$ cat src/rtl/lut_adder_pkg.sv
// Shared definitions for the LUT-based bit-serial adder: FSM state
// encoding and the 3-input truth tables of the full-adder cell.
package lut_adder_pkg;

    typedef enum logic [1:0] {
        IDLE = 2'd0,
        RUN  = 2'd1,
        DONE = 2'd2
    } state_t;

    // Truth tables indexed by {a, b, cin}.
    localparam logic [7:0] LUT_SUM_INIT   = 8'h96;  // a ^ b ^ cin
    localparam logic [7:0] LUT_CARRY_INIT = 8'hE8;  // majority(a, b, cin)

    // Evaluate a 3-input lookup table.
    function automatic logic lut3(input logic [7:0] init, input logic [2:0] idx);
        return init[idx];
    endfunction

endpackage

$ cat src/rtl/lut_full_adder.sv
// One full-adder cell built from two 3-input LUTs whose contents are
// supplied as parameters.
module lut_full_adder
    import lut_adder_pkg::*;
#(
    parameter logic [7:0] SUM_INIT   = LUT_SUM_INIT,
    parameter logic [7:0] CARRY_INIT = LUT_CARRY_INIT
) (
    input  logic A,
    input  logic B,
    input  logic CIN,
    output logic S,
    output logic COUT
);

    logic [2:0] w_idx;

    assign w_idx = {A, B, CIN};
    assign S     = lut3(SUM_INIT, w_idx);
    assign COUT  = lut3(CARRY_INIT, w_idx);

endmodule

$ cat src/rtl/lut_serial_adder.sv
// Bit-serial adder/subtractor: one LUT full-adder cell evaluated per clock,
// LSB first, with the carry held in a flip-flop between bits. The result
// registers only update when an operation completes.
module lut_serial_adder #(
    parameter int WIDTH = 8
) (
    input  logic             CLK,
    input  logic             RST,
    input  logic             START,
    input  logic             SUB,
    input  logic [WIDTH-1:0] A,
    input  logic [WIDTH-1:0] B,
    input  logic             CIN,
    output logic             BUSY,
    output logic             DONE,
    output logic [WIDTH-1:0] S,
    output logic             COUT,
    output logic             OVF
);

    // The DONE state literal shares its name with the DONE port, so the
    // states are always referenced through the package scope.
    import lut_adder_pkg::state_t;
    import lut_adder_pkg::LUT_SUM_INIT;
    import lut_adder_pkg::LUT_CARRY_INIT;

    localparam int              CNT_W    = $clog2(WIDTH);
    localparam logic [CNT_W-1:0] LAST_BIT = CNT_W'(WIDTH - 1);

    state_t           r_state;
    state_t           w_state_next;
    logic             w_busy;
    logic             w_done;

    logic [WIDTH-1:0] r_a;
    logic [WIDTH-1:0] r_b;
    logic             r_carry;
    logic [CNT_W-1:0] r_cnt;
    logic [WIDTH-2:0] r_res;       // sum bits produced so far, MSB-aligned
    logic [WIDTH-1:0] r_s;
    logic             r_cout;
    logic             r_ovf;

    logic             w_sum;
    logic             w_cout;
    logic             w_last;
    logic [WIDTH-1:0] w_res_next;

    lut_full_adder #(
        .SUM_INIT   (LUT_SUM_INIT),
        .CARRY_INIT (LUT_CARRY_INIT)
    ) u_fa (
        .A    (r_a[0]),
        .B    (r_b[0]),
        .CIN  (r_carry),
        .S    (w_sum),
        .COUT (w_cout)
    );

    assign w_last     = (r_cnt == LAST_BIT);
    // New sum bit enters at the top; after WIDTH bits the LSB lands at bit 0.
    assign w_res_next = {w_sum, r_res};

    // State register.
    // NOTE: sequential state uses non-blocking assignments so every flop
    // samples pre-edge values regardless of block evaluation order.
    always_ff @(posedge CLK or posedge RST) begin
        if (RST) begin
            r_state <= lut_adder_pkg::IDLE;
        end else begin
            r_state <= w_state_next;
        end
    end

    // Next-state decode and status outputs.
    // NOTE: every output of this block gets a default first; a path that
    // leaves one unassigned would infer a latch.
    always_comb begin
        w_state_next = r_state;
        w_busy       = 1'b0;
        w_done       = 1'b0;
        unique case (r_state)
            lut_adder_pkg::IDLE: begin
                if (START) w_state_next = lut_adder_pkg::RUN;
            end
            lut_adder_pkg::RUN: begin
                w_busy = 1'b1;
                if (w_last) w_state_next = lut_adder_pkg::DONE;
            end
            lut_adder_pkg::DONE: begin
                w_done       = 1'b1;
                w_state_next = lut_adder_pkg::IDLE;
            end
            default: w_state_next = lut_adder_pkg::IDLE;
        endcase
    end

    // Operand capture, per-bit evaluation and result load.
    // NOTE: the datapath and result registers are reset as well, so a reset
    // mid-operation clears the visible result instead of leaving stale data.
    always_ff @(posedge CLK or posedge RST) begin
        if (RST) begin
            r_a     <= '0;
            r_b     <= '0;
            r_carry <= 1'b0;
            r_cnt   <= '0;
            r_res   <= '0;
            r_s     <= '0;
            r_cout  <= 1'b0;
            r_ovf   <= 1'b0;
        end else begin
            unique case (r_state)
                lut_adder_pkg::IDLE: begin
                    if (START) begin
                        // Subtraction is A + ~B + 1; CIN is ignored then.
                        r_a     <= A;
                        r_b     <= SUB ? ~B : B;
                        r_carry <= SUB ? 1'b1 : CIN;
                        r_cnt   <= '0;
                    end
                end
                lut_adder_pkg::RUN: begin
                    r_a     <= r_a >> 1;
                    r_b     <= r_b >> 1;
                    r_carry <= w_cout;
                    r_cnt   <= r_cnt + 1'b1;
                    r_res   <= w_res_next[WIDTH-1:1];
                    if (w_last) begin
                        // r_carry is the carry into the MSB during the last bit.
                        r_s    <= w_res_next;
                        r_cout <= w_cout;
                        r_ovf  <= w_cout ^ r_carry;
                    end
                end
                default: ;
            endcase
        end
    end

    assign BUSY = w_busy;
    assign DONE = w_done;
    assign S    = r_s;
    assign COUT = r_cout;
    assign OVF  = r_ovf;

endmodule

$ cat config.mk
export PLATFORM = sky130hd
export DESIGN_NAME = lut_serial_adder
export DESIGN_NICKNAME = d
export VERILOG_FILES = /design/src/rtl/lut_adder_pkg.sv /design/src/rtl/lut_full_adder.sv /design/src/rtl/lut_serial_adder.sv
export SDC_FILE = /design/constraint.sdc
export NUM_CORES = 1
export LEC_CHECK = 0
export ABC_AREA = 1
export ABC_CLOCK_PERIOD_IN_PS = 1200
export CORE_MARGIN = 2
export CORE_UTILIZATION = 46
export DETAILED_ROUTE_END_ITERATION = 16
export PLACE_DENSITY_LB_ADDON = 0.1
export SYNTH_ARGS = -nofsm -noshare
export SYNTH_HDL_FRONTEND = slang
export SYNTH_SLANG_ARGS = --single-unit
$ cat constraint.sdc
create_clock -name CLK -period 1.2 [get_ports CLK]
set_input_delay 0.24 -clock CLK [delete_from_list [all_inputs] [get_ports CLK]]
set_output_delay 0.24 -clock CLK [all_outputs]
set_load 0.02 [all_outputs]
After elaboration in Yosys (flattened, before gate mapping)
Memory sizes are Yosys's and may differ from the RTL's.
Cells that the tools add are included.
{"block": "op_classes", "n_addsub": 1, "n_lt_le_gt_ge": 1, "n_eq_ne": 5, "muxes": 17, "bitwise_logic": 2, "n_reduce_logical": 5}
{"op": "$pmux W8 S2", "count": 2}
{"op": "$mux W8", "count": 3}
{"op": "$not A8 Y8", "count": 1}
{"op": "$mux W1", "count": 6}
{"op": "$pmux W3 S2", "count": 1}
{"op": "$reduce_and A2 Y1", "count": 3}
{"op": "$lt A3 B4 Y1 const B", "count": 1}
{"op": "$mux W2", "count": 2}
{"op": "$ne A2 B2 Y1 const B", "count": 2}
{"op": "$pmux W2 S2", "count": 1}
{"op": "$add A3 B1 Y3 const B", "count": 1}
{"op": "$eq A3 B3 Y1 const B", "count": 1}
{"op": "$mux W3", "count": 1}
{"op": "$eq A2 B1 Y1 const B", "count": 1}
{"op": "$eq A2 B2 Y1 const B", "count": 1}
{"op": "$logic_not A2 Y1", "count": 1}
{"op": "$pmux W1 S2", "count": 1}
{"op": "$reduce_bool A2 Y1", "count": 1}
{"op": "$xor A1 B1 Y1", "count": 1}
{"block": "totals", "reg_bits": 39, "romBits": 16, "inputBits": 21, "output_inout_bits": 12, "word_cells": 42, "n_memories": 2}
{"name": "(no name shown)", "words": 8, "width": 1, "rd": 1, "rd_clocked_by_memory_dff": 0, "wr": 0, "line_no": "lut_adder_pkg.sv:17", "rtl": "return init[idx];"}
{"name": "(no name shown)", "words": 8, "width": 1, "rd": 1, "rd_clocked_by_memory_dff": 0, "wr": 0, "line_no": "lut_adder_pkg.sv:17"}

Longest topological paths before layout
{"block": "logic_depth", "ltp_word": 4, "ltp_mapped": 8}

Hierarchy
Synthesis repeated with hierarchy kept, for this count alone.
{"block": "hier_totals", "hier_cells": 229, "hier_area_um2": 1890.6}
{"module": "lut_serial_adder", "instances": 1, "cells_per_inst": 216, "area_per_inst_um2": 1824.2, "seq_area_each_um2": 975.9}
{"module": "lut_full_adder", "instances": 1, "cells_per_inst": 13, "area_per_inst_um2": 66.3, "seq_area_each_um2": 0.0}

Worst setup path after synthesis
Ideal clock, no wire load.
{"block": "synth_path", "kind": "register -> register", "startpoint": "reg r_cnt[0]", "endpoint": "reg r_ovf, in the netlist OVF", "setup_time_ps": 65, "t_arrival_ps": 1223, "path_slack_ps": -88, "path_stages_with_launch": 9, "n_path_buf": 1, "period_less_slack_ps": 1288, "path_cell_list": "dfrtp_1 ha_1 ha_1 inv_1 nor2_4 inv_2 buf_6 nand2_1 nand2_1"}
{"block": "synth_between", "elab_chain_len": 2}
{"element": "start: declaration", "line_no": "lut_serial_adder.sv:38", "rtl": "logic [CNT_W-1:0] r_cnt;"}
{"element": "start signal: assignment", "line_no": "lut_serial_adder.sv:126", "rtl": "r_cnt <= r_cnt + 1'b1;"}
{"element": "$eq A3 B3 Y1", "line_no": "lut_serial_adder.sv:60", "rtl": "assign w_last = (r_cnt == LAST_BIT);"}
{"element": "$reduce_and A2 Y1 (no line)"}
{"element": "end signal: assignment", "line_no": "lut_serial_adder.sv:132", "rtl": "r_ovf <= w_cout ^ r_carry;"}
{"element": "end: declaration", "line_no": "lut_serial_adder.sv:42", "rtl": "logic r_ovf;"}
Every way passes these cells.
A chain may end at the register's enable or synchronous reset.

Worst setup path in the final report
{"block": "layout_path", "startpoint": "reg r_state[0]", "endpoint": "out DONE"}
{"block": "layout_between", "elab_chain_len": 2}
{"element": "start: declaration", "line_no": "lut_serial_adder.sv:30", "rtl": "state_t r_state;"}
{"element": "start signal: assignment", "line_no": "lut_serial_adder.sv:69", "rtl": "r_state <= lut_adder_pkg::IDLE;"}
{"element": "start signal: assignment", "line_no": "lut_serial_adder.sv:71", "rtl": "r_state <= w_state_next;"}
{"element": "$eq A2 B2 Y1", "line_no": "lut_serial_adder.sv:82", "rtl": "unique case (r_state)"}
{"element": "$mux W1", "line_no": "lut_serial_adder.sv:82"}
{"element": "end: declaration", "line_no": "lut_serial_adder.sv:15", "rtl": "output logic DONE,"}
Every way passes these cells.

==> results_tabular.tex <==
\begin{tabular}{lr}
\hline
Metric & Value \\
\hline
\multicolumn{2}{l}{\textbf{Status}} \\
\quad Run status & complete, but fails checks \\
\quad Violations in the final reports & negative setup slack \\
\multicolumn{2}{l}{\textbf{Global route}} \\
\quad Met2 track demand over resource in global routing & 0.353 \\
\quad Met1 track demand over resource in global routing & 0.223 \\
\quad Number of global-route vias before repair & about 1600 \\
\quad Remaining global-route overflow & 0 \\
\quad Initial antenna violation count & 0 \\
\quad GRT Util Overall & 0.198 \\
\quad Layer with the highest usage after global routing & met2 \\
\quad Met3 demand-to-capacity share in global routing & 0.0409 \\
\quad Largest net degree at the start of global routing & 40 \\
\quad Wire length of the first global-routing pass & around 6500 um \\
\multicolumn{2}{l}{\textbf{Synth}} \\
\quad Synth Area in Adders & 0.0280 \\
\quad Share of the yosys chip area belonging to registers & 0.546 \\
\quad Synth warnings & 0 \\
\quad Dominant combinational cell family by area after synthesis & simple AND/OR/NAND/NOR gates \\
\quad Post-synthesis xor/xnor area fraction & 0.0441 \\
\quad Gate Count Post-Synth & roughly 200 \\
\quad Mux cell area share after synthesis & 0 \\
\quad Number of library cell types mapped by synthesis & 17 \\
\quad Number of synthesized register bits & 39 \\
\quad Dominant cells by area after synthesis & dfrtp\_1 (55\%), nand2\_1 (14\%), nand3\_1 (11\%) \\
\quad Fraction of post-synthesis cell area in the top cell type by area & 0.546 \\
\quad Synth Area in Compound Gates & 0.0602 \\
\quad Simple-gate area share of the yosys netlist & 0.258 \\
\quad Number of nets in the synthesized netlist & around 230 \\
\quad Mapped cell area & 1790 sq um \\
\quad Most area-hungry cell type in the Yosys netlist & dfrtp\_1 \\
\quad Syn Area/Cell & 8.81 sq um \\
\multicolumn{2}{l}{\textbf{Clocking}} \\
\quad CTS tree & built \\
\quad Clock slew at reported path FFs & 0.07 ns \\
\quad Clock tree root buffer cell & clkbuf\_8 \\
\quad Longest Clk Path Bufs & 2 \\
\quad Number of buffers created by CTS & 5 \\
\quad Later-pin clock latency in the skew report & between 0.2 and 0.3 ns \\
\quad Hold Buf Count CTS & 0 \\
\quad H-tree depth reported by CTS & 2 \\
\quad Clock tree sinks & 39 \\
\multicolumn{2}{l}{\textbf{Power and ir drop}} \\
\quad Cell Pwr Density & roughly 2300 nW/um\^{}2 \\
\quad Leakage dissipation & 0.00119 uW \\
\quad Maximum ir drop on the vdd rail & 0.00113 V \\
\multicolumn{2}{l}{\textbf{Floorplanning}} \\
\quad I/O pin count & 33 \\
\quad Placement Rows & 22 \\
\quad Die outline width & 66.3 um \\
\quad Die height & about 66 um \\
\quad Core region area & between 3000 and 4000 sq um \\
\quad Overall die area & 4400 sq um \\
\quad Effective utilization at floorplan & 0.485 \\
\multicolumn{2}{l}{\textbf{Detailed routing}} \\
\quad Detailed Route Iter0 Violations & between 100 and 150 \\
\quad DRT antenna net count & 0 \\
\quad Residual DRC count & 0 \\
\quad Total via count in the routed design & about 1500 \\
\quad WL/cell & 12.6 um \\
\quad Vias per inst & slightly below 5 \\
\quad Routed Wire Length & 3780 um \\
\quad Router iterations before antenna repair & 4 \\
\multicolumn{2}{l}{\textbf{Timing}} \\
\quad Final setup fails & 12 \\
\quad Slew margin rel. & 0.856 \\
\quad Unrepaired setup endpoints after global routing & yes \\
\quad Period utilisation layout & 1.05 \\
\quad Max-slew violation total from the final report & 0 \\
\quad F\_max & about 800 MHz \\
\quad Final number of hold-violating endpoints & 0 \\
\quad Transition time of the tightest slew-check pin & 0.217 ns \\
\quad Final setup slack of the worst path & -0.0546 ns \\
\quad Fin Clk Skew & $\sim$0.0028 ns \\
\quad Post-layout min period & 1.25 ns \\
\multicolumn{2}{l}{\textbf{Run}} \\
\quad Max Cap Viol & 0 \\
\multicolumn{2}{l}{\textbf{Finish}} \\
\quad Leading cell type in the layout, fill and taps excluded & nand2\_1 \\
\quad Antenna diode instance count & 0 \\
\quad Utilization after layout & 0.655 \\
\quad Layout cell share with drive strength beyond 1 & 0.242 \\
\quad Top library cells by usage in the layout, fill and taps aside & nand2\_1 (63), dfrtp\_1 (38), nand3\_1 (38), clkdlybuf4s50\_1 (20), buf\_4 (15) \\
\quad Layout Area Growth over Synthesis & 35.1\% \\
\quad Total Nets Final & about 280 \\
\multicolumn{2}{l}{\textbf{Place}} \\
\quad Placer's final routability congestion estimate & $\sim$0.80 \\
\quad Number of buffers inserted by port buffering & 32 \\
\quad Half-perimeter wire length after detailed placement & around 2500 um \\
\quad Worst setup timing slack at the placement stage & -0.206 ns \\
\multicolumn{2}{l}{\textbf{Critical path}} \\
\quad Worst EP required & $\sim$0.96 ns \\
\quad WS Path Type & reg -> out \\
\quad Data arrival time at the worst-slack endpoint & between 1 and 1.5 ns \\
\quad Largest fanout of any net on the critical path & 3 \\
\quad Crit start category & register \\
\quad Kind of capture point of the worst setup path & output port \\
\multicolumn{2}{l}{\textbf{Worst hold path}} \\
\quad Worst min-delay path category & in -> async \\
\hline
\end{tabular}
## cell usage after synthesis
cell      number
nand2_1       65
dfrtp_1       39
nand3_1       38
inv_1         15
o21ai_0       11
xor2_1         8
o21ai_2        6
clkbuf_1       5
buf_2          4
ha_1           4
inv_2          2
buf_6          1
nand2_2        1
nor2_1         1
nor2_2         1
nor2_4         1
xnor2_1        1
## power by group
group	total [uW]	switching (uW)	internal, uW
logic	2430	1360	1070
registers	2180	325	1850
clock network	955	430	524
total	5570	2120	3450
## path summary, 6_finish.rpt
| path | from | to | slack [ns] | depth (start not counted) |
|---|---|---|---|---|
| max in group asynchronous | RST | r_state[0]$_DFFE_PP0P_ | 0.69 | 3 |
| min reg2reg | S[4]$_DFFE_PP0P_ | S[4]$_DFFE_PP0P_ | 0.48 | 2 |
| min | RST | r_a[1]$_DFFE_PP0P_ | 0.30 | 3 |
| max | r_state[0]$_DFFE_PP0P_ | DONE | -0.05 | 2 |
| max reg2reg | r_cnt[0]$_DFFE_PP0P_ | S[3]$_DFFE_PP0P_ | -0.04 | 8 |
| min in group CLK | S[4]$_DFFE_PP0P_ | S[4]$_DFFE_PP0P_ | 0.48 | 2 |
## logic make-up (layout without fill, tap and decap cells)
family          count (synthesis)  after routing
compound gates                 17             17
fa+ha+maj                       4              4
simple gates                  107            107
buf+inv                        27             76
xor+xnor                        9              9
flops                          39             39
## through the flow
stage / total power [uW] / area (sq um) / TNS, ns / hold slack, ns / instances
global route: 6030 / 2410 / -1.03 / 0.340 / 300
detailed placement: 4440 / 2270 / -3.78 / 0.463 / 286
CTS: 5410 / 2390 / -0.425 / 0.308 / 295
global placement: 4350 / 2270 / -3.15 / 0.454 / 286
finish: 5570 / 2410 / -0.379 / 0.301 / 300
floorplan: 3570 / 1800 / -0.122 / 0.350 / 203
## worst max-delay path: stages, from the launching register on
cell and delay, ns:
dfrtp_2 0.44, nor2_2 0.15, buf_6 0.14
## layer usage
| metal | wire length, um | vias up | part of all wire |
|---|---|---|---|
| li1 | - | 740 | - |
| met1 | 1610 | 697 | 0.43 |
| met2 | 1910 | 37 | 0.50 |
| met3 | 163 | 12 | 0.043 |
| met4 | 102 | 0 | 0.027 |
| met5 | 0 | - | 0 |
## area by class of cell
cell class / instances / area [sq um]
Clock buffer: 8 / 100
Timing Repair Buffer: 51 / 460
Sequential cell: 39 / 977
Fill cell: 310 / 1270
Inverter: 17 / 66.3
Tap cell: 48 / 60.1
Multi-Input combinational cell: 137 / 751
## timing repair
action,CTS,global route
endpoints found under the setup margin,22,38
setup buffers,1,5
pin swaps,1,0
gates resized for setup,37,24
endpoints found under the hold margin,0,0
## sequential cells by signal, indices dropped and copies added (netlist names)
name	flops
S	8
COUT	1
r_a	8
r_cnt	3
r_carry	1
OVF	1
r_b	8
r_res	7
r_state	2
Power figures use the tool's default switching activity.
